==> src/rtl/tile_engine.sv <==
// tile_engine: reads an N x N signed tile from SRAM A and SRAM B, applies
// MUL / ADD / SUB / DOT and writes the narrowed result tile (or a single
// dot-product word) to SRAM C.
// Optional feature macro: TILE_ENGINE_SAT_EN. When defined, results saturate
// on narrowing. When undefined, results keep their low DW bits (wrap).
module tile_engine #(
    parameter int N  = 4,
    parameter int DW = 8,
    parameter int AW = 10
) (
    input  logic          clk,
    input  logic          rst_n,
    input  logic          start,
    input  logic [1:0]    op,
    input  logic [AW-1:0] base_a,
    input  logic [AW-1:0] base_b,
    input  logic [AW-1:0] base_c,
    input  logic [AW-1:0] stride,
    output logic          busy,
    output logic          done,
    output logic          err,
    output logic          a_re,
    output logic          b_re,
    output logic [AW-1:0] a_addr,
    output logic [AW-1:0] b_addr,
    input  logic [DW-1:0] a_dout,
    input  logic [DW-1:0] b_dout,
    output logic          c_we,
    output logic [AW-1:0] c_addr,
    output logic [DW-1:0] c_din
);

    localparam int LOG2N = $clog2(N);
    localparam int NN    = N * N;
    localparam int IW    = 2 * LOG2N;
    localparam int ACCW  = 2 * DW + 2 * $clog2(N);

    localparam logic [IW-1:0]    LAST_IDX = IW'(NN - 1);
    localparam logic [LOG2N-1:0] COL_LAST = LOG2N'(N - 1);

    localparam logic [1:0] OP_ADD = 2'd1;
    localparam logic [1:0] OP_SUB = 2'd2;
    localparam logic [1:0] OP_DOT = 2'd3;

`ifdef TILE_ENGINE_SAT_EN
    localparam logic signed [ACCW-1:0] SAT_MAX = ACCW'((1 << (DW - 1)) - 1);
    localparam logic signed [ACCW-1:0] SAT_MIN = ACCW'(-(1 << (DW - 1)));
`endif

    typedef enum logic [2:0] {
        IDLE,
        LOAD,
        DRAIN,
        EXEC,
        WRITE,
        DONE
    } state_t;

    state_t state;

    logic [1:0]    op_r;
    logic [AW-1:0] base_c_r;
    logic [AW-1:0] stride_r;
    logic [AW-1:0] row_a;
    logic [AW-1:0] row_b;
    logic [AW-1:0] row_c;
    logic [IW-1:0] rd_idx;
    logic          cap_valid;
    logic [IW-1:0] cap_idx;
    logic [IW-1:0] ex_idx;
    logic signed [ACCW-1:0] acc;

    logic [DW-1:0] tile_a [NN];
    logic [DW-1:0] tile_b [NN];

    logic [LOG2N-1:0] rd_col;
    logic [AW-1:0]    rd_col_next;
    logic [LOG2N-1:0] ex_i;
    logic [LOG2N-1:0] ex_j;
    logic [LOG2N-1:0] kk;
    logic signed [ACCW-1:0] mul_sum;
    logic signed [ACCW-1:0] ew_sum;
    logic signed [ACCW-1:0] ew_diff;
    logic signed [ACCW-1:0] dot_prod;
    logic signed [ACCW-1:0] exec_result;

    function automatic logic signed [ACCW-1:0] ext(input logic [DW-1:0] v);
        return {{(ACCW - DW){v[DW-1]}}, v};
    endfunction

    function automatic logic [DW-1:0] narrow(input logic signed [ACCW-1:0] v);
`ifdef TILE_ENGINE_SAT_EN
        if (v > SAT_MAX) return DW'(SAT_MAX);
        if (v < SAT_MIN) return DW'(SAT_MIN);
`endif
        return DW'(v);
    endfunction

    assign rd_col      = rd_idx[LOG2N-1:0];
    assign rd_col_next = AW'(rd_col) + AW'(1);
    assign ex_i        = ex_idx[IW-1:LOG2N];
    assign ex_j        = ex_idx[LOG2N-1:0];

    // Arithmetic for the element currently indexed in EXEC (N parallel MACs for MUL)
    always_comb begin
        mul_sum = '0;
        kk      = '0;
        for (int k = 0; k < N; k++) begin
            kk      = LOG2N'(k);
            mul_sum = mul_sum + ext(tile_a[{ex_i, kk}]) * ext(tile_b[{kk, ex_j}]);
        end
        ew_sum   = ext(tile_a[ex_idx]) + ext(tile_b[ex_idx]);
        ew_diff  = ext(tile_a[ex_idx]) - ext(tile_b[ex_idx]);
        dot_prod = ext(tile_a[ex_idx]) * ext(tile_b[ex_idx]);
        case (op_r)
            OP_ADD:  exec_result = ew_sum;
            OP_SUB:  exec_result = ew_diff;
            default: exec_result = mul_sum;
        endcase
    end

    // Capture SRAM read data into the local tiles one cycle after each read
    always_ff @(posedge clk) begin
        if (cap_valid) begin
            tile_a[cap_idx] <= a_dout;
            tile_b[cap_idx] <= b_dout;
        end
    end

    // Command FSM: owns every registered output, address walkers and the accumulator
    always_ff @(posedge clk or negedge rst_n) begin
        if (!rst_n) begin
            state     <= IDLE;
            op_r      <= '0;
            base_c_r  <= '0;
            stride_r  <= '0;
            row_a     <= '0;
            row_b     <= '0;
            row_c     <= '0;
            rd_idx    <= '0;
            cap_valid <= 1'b0;
            cap_idx   <= '0;
            ex_idx    <= '0;
            acc       <= '0;
            busy      <= 1'b0;
            done      <= 1'b0;
            err       <= 1'b0;
            a_re      <= 1'b0;
            b_re      <= 1'b0;
            a_addr    <= '0;
            b_addr    <= '0;
            c_we      <= 1'b0;
            c_addr    <= '0;
            c_din     <= '0;
        end else begin
            cap_valid <= a_re;
            cap_idx   <= rd_idx;
            c_we      <= 1'b0;
            case (state)
                IDLE: begin
                    if (start) begin
                        busy <= 1'b1;
                        if (stride < AW'(N)) begin
                            done  <= 1'b1;
                            err   <= 1'b1;
                            state <= DONE;
                        end else begin
                            op_r     <= op;
                            base_c_r <= base_c;
                            stride_r <= stride;
                            row_a    <= base_a;
                            row_b    <= base_b;
                            a_addr   <= base_a;
                            b_addr   <= base_b;
                            a_re     <= 1'b1;
                            b_re     <= 1'b1;
                            rd_idx   <= '0;
                            state    <= LOAD;
                        end
                    end
                end
                LOAD: begin
                    if (rd_idx == LAST_IDX) begin
                        a_re  <= 1'b0;
                        b_re  <= 1'b0;
                        state <= DRAIN;
                    end else begin
                        rd_idx <= rd_idx + IW'(1);
                        if (rd_col == COL_LAST) begin
                            row_a  <= row_a + stride_r;
                            row_b  <= row_b + stride_r;
                            a_addr <= row_a + stride_r;
                            b_addr <= row_b + stride_r;
                        end else begin
                            a_addr <= row_a + rd_col_next;
                            b_addr <= row_b + rd_col_next;
                        end
                    end
                end
                DRAIN: begin
                    ex_idx <= '0;
                    row_c  <= base_c_r;
                    acc    <= '0;
                    state  <= EXEC;
                end
                EXEC: begin
                    if (op_r == OP_DOT) begin
                        acc <= acc + dot_prod;
                    end else begin
                        c_we   <= 1'b1;
                        c_addr <= row_c + AW'(ex_j);
                        c_din  <= narrow(exec_result);
                    end
                    if (ex_j == COL_LAST) begin
                        row_c <= row_c + stride_r;
                    end
                    if (ex_idx == LAST_IDX) begin
                        state <= (op_r == OP_DOT) ? WRITE : DONE;
                    end else begin
                        ex_idx <= ex_idx + IW'(1);
                    end
                end
                WRITE: begin
                    c_we   <= 1'b1;
                    c_addr <= base_c_r;
                    c_din  <= narrow(acc);
                    state  <= DONE;
                end
                DONE: begin
                    if (done) begin
                        done  <= 1'b0;
                        err   <= 1'b0;
                        busy  <= 1'b0;
                        state <= IDLE;
                    end else begin
                        done <= 1'b1;
                    end
                end
                default: begin
                    state <= IDLE;
                end
            endcase
        end
    end

endmodule

==> config.mk <==
export PLATFORM = sky130hd
export DESIGN_NAME = tile_engine
export DESIGN_NICKNAME = d
export VERILOG_FILES = /design/src/rtl/tile_engine.sv
export SDC_FILE = /design/constraint.sdc
export NUM_CORES = 1
export LEC_CHECK = 0
export BUFFER_PORTS_ARGS = -buffer_cell sky130_fd_sc_hd__buf_2
export CAP_MARGIN = 20
export CORE_MARGIN = 2
export CORE_UTILIZATION = 25
export CTS_CLUSTER_SIZE = 28
export DETAILED_ROUTE_END_ITERATION = 10
export SETUP_SLACK_MARGIN = 0.3
export SYNTH_ARGS = -nofsm -noshare
export SYNTH_HDL_FRONTEND = slang
export SYNTH_SLANG_ARGS = --single-unit
==> constraint.sdc <==
create_clock -name clk -period 7.7 [get_ports clk]
set_clock_uncertainty 0.15 [all_clocks]
set_input_delay 0.77 -clock clk [delete_from_list [all_inputs] [get_ports clk]]
set_output_delay 0.77 -clock clk [all_outputs]
set_load 0.03 [all_outputs]
==> results.py <==
metrics = {
    "global_routing": {
        "grt_max_degree": 72,
        "grt_use_met3_pct": 1.97,
        "antenna_found_initial": 11,
        "grt_pass1_vias": 15600,
        "use_met1_pct": 17.6,
        "use_met2_pct": 22.6,
        "gr-usage-all-layers_pct": 13.5,
        "gr-total-overflow": 0,
        "grt_pass1_wl_mm": 97.3,
        "grt.busiest_layer": "met2",
    },
    "detailed_routing": {
        "drcViolationCount": 0,
        "drtIter0Drc": 1227,
        "detail_route.wl_per_cell_um": 19.3,
        "first_pass_iters": 5,
        "via_count": 15300,
        "ant_nets": 0,
        "detail_route.vias_per_cell": 4.64,
        "wl_mm": 63.6,
    },
    "worst_setup_path": {
        "cp-startpoint": "ex_idx[2]$_DFFE_PN0P_",
        "worstPathArrival_ns": 7.87,
        "endpoint_kind": "flop",
        "cp.required_ns": 7.94,
        "crit_path_max_fanout": 7,
        "crit_type": "reg2reg",
        "reg2reg_setup_slack_ns": 0.07,
        "cp_common_cell": "fa_1",
        "r2r-start": "ex_idx[2]$_DFFE_PN0P_",
        "crit_slowest_cell": "fa_1",
        "slowest_delay_ns": 0.56,
        "worst_setup_path_start_kind": "flop",
    },
    "cells_and_area": {
        "final_core_util_pct": 29.6,
        "multi_input_area_mm2": 0.0114,
        "regArea_mm2": 0.0107,
        "drive_gt1_share_pct": 19.8,
        "area_delta_synth_final_pct": 17.3,
        "antennaDiodeCount": 0,
        "fill_cells": 9231,
        "final_cells": 3293,
        "nets": 2377,
    },
    "timing": {
        "min_period_ns": 7.63,
        "worstMarginPinSlew_ns": 0.913,
        "rsz0062_at_grt": "yes",
        "holdWs_ns": 0.118,
        "finalSetupTns_ns": 0,
        "max_slew_margin_pct": 38.7,
        "min_period_over_period_pct": 99.1,
        "fmax_mhz": 131,
        "drv_slew": 0,
        "setup_viol": 0,
        "hold_viol_final": 0,
    },
    "yosys": {
        "syn-num-nets": 2189,
        "synthFlopType": "edfxtp_1",
        "synth.top_cells.by_count": "edfxtp_1 (256), nand2_1 (236), inv_1 (199)",
        "synth-edff-count": 256,
        "synthesis.area_mm2": 0.0231,
        "synth_most_common_cell": "edfxtp_1",
        "synthTopCellsByArea": "edfxtp_1 (33%), dfrtp_1 (13%), mux4_2 (10%), fa_1 (8.2%), ha_1 (7.7%)",
        "synth_cell_types": 57,
        "synth-seq-cells": 375,
        "postSynthAreaPerCell_um2": 12.2,
        "yosysTopAreaCellShare_pct": 33.3,
        "async_flop_share_pct": 31.7,
        "ys_warn_count": 0,
        "ys_seq_area_share_pct": 46.2,
        "synthCells": 1891,
        "synth_area_leader_cell": "edfxtp_1",
    },
    "placed_design": {
        "placed_cells": 3192,
        "gp_congestion": 0.902,
        "dpl.hpwl_mm": 46.9,
        "numPortBuffers": 104,
    },
    "clock_network": {
        "path_clk_slew_ns": 0.06,
        "cts-root-buf": "clkbuf_16",
        "clock-sinks": 375,
        "htreeDepth": 2,
        "cts_buffers": 38,
        "clock_latency_ns": 0.55,
        "cts_buffer_depth": 3,
        "cts_tree": "yes",
    },
    "floorplanning": {
        "die_w_um": 308,
        "ios": 105,
        "die_h_um": 308,
        "floorplan.initialDensity_pct": 25.2,
        "row_count": 111,
        "die_area_mm2": 0.0947,
        "core_area_mm2": 0.0915,
    },
    "flow_run": {
        "max_cap_violations": 0,
    },
    "min_path": {
        "hold_class": "in2async",
    },
    "outcome": {
        "status": "complete, no violations",
    },
}
## critical path: cells and delay by family (launching register included)
family | cells | cell delay [ns]
buffers and inverters | 6 | 0.56
flip-flops | 1 | 0.47
AO/OA/AOI/OAI | 2 | 0.22
XOR/XNOR | 7 | 1.43
multiplexers | 1 | 0.55
AND/OR/NAND/NOR | 2 | 0.19
adder cells (fa/ha/maj) | 8 | 3.92
## logic make-up after synthesis
kind of cell | synth area share, %
simple gates | 9.98
xor+xnor | 5.66
flops | 46.2
buf+inv | 4.85
fa+ha+maj | 16.0
compound gates | 6.22
mux | 11.1
## registers in the layout (all words and copies together) (netlist names), 2 cells and up
signal	flops
rd_idx	4
c_addr	10
row_c	10
op_r	2
b_addr	10
stride_r	10
tile_a	128
row_a	10
c_din	8
a_addr	10
tile_b	128
acc	8
ex_idx	4
cap_idx	4
row_b	10
base_c_r	10
state	3
## layout make-up
cell class,count,share of cell area (%)
multi-input cells,1252,42.1
flip-flops and latches,375,39.5
repair buffers,212,5.55
well taps,1186,5.49
clock buffers,46,3.86
inverters,200,2.78
clock inverters,22,0.791
## path summary, 6_finish.rpt
| kind | to | depth (start not counted) |
|---|---|---|
| worst max-delay path | c_din[7]$_DFFE_PN0P_ | 26 |
| worst min-delay path | c_din[5]$_DFFE_PN0P_ | 1 |
| worst max register to register | c_din[7]$_DFFE_PN0P_ | 26 |
| worst min register to register | cap_idx[3]$_DFF_PN0_ | 0 |
| max in group asynchronous | row_a[3]$_DFFE_PN0P_ | 2 |
| min in group clk | cap_idx[3]$_DFF_PN0_ | 0 |
## placed cells by master, fill, tap and decap left out, types with 13 or more instances in the layout
| cell | count |
|---|---|
| a21o_1 | 18 |
| a21oi_1 | 75 |
| and2_1 | 85 |
| buf_2 | 103 |
| buf_4 | 94 |
| clkbuf_16 | 40 |
| dfrtp_1 | 115 |
| edfxtp_1 | 256 |
| fa_1 | 93 |
| ha_1 | 141 |
| inv_1 | 196 |
| mux2i_1 | 17 |
| mux4_2 | 106 |
| nand2_1 | 236 |
| nand3_1 | 20 |
| nor2_1 | 84 |
| o21ai_0 | 83 |
| o22ai_1 | 13 |
| xnor2_1 | 105 |
| xor2_1 | 31 |
## stage by stage
step                cell area (um2)  worst slack [ns]
floorplan                     23100             0.323
global placement              25400            0.0678
detailed placement            25400            0.0258
CTS                           26800            0.0596
global route                  27000            -0.200
finish                        27000            0.0717
## layer usage
metal | wire [um] | vias up
met3 | 3660 | 117
li1 | - | 6985
met5 | 81 | -
met2 | 30900 | 446
met4 | 2330 | 14
met1 | 26600 | 7711
## what timing repair did
action | CTS | global route
gates cloned | 2 | 0
setup buffers | 7 | 24
pin swaps | 1 | 22
resized for setup | 3 | 11
setup endpoints to repair | 1 | 1
hold buffers | 0 | 0
Power is left out: the tool's default activity adds up to more than one toggle a clock period on the data nets, which glitch-free logic cannot reach.
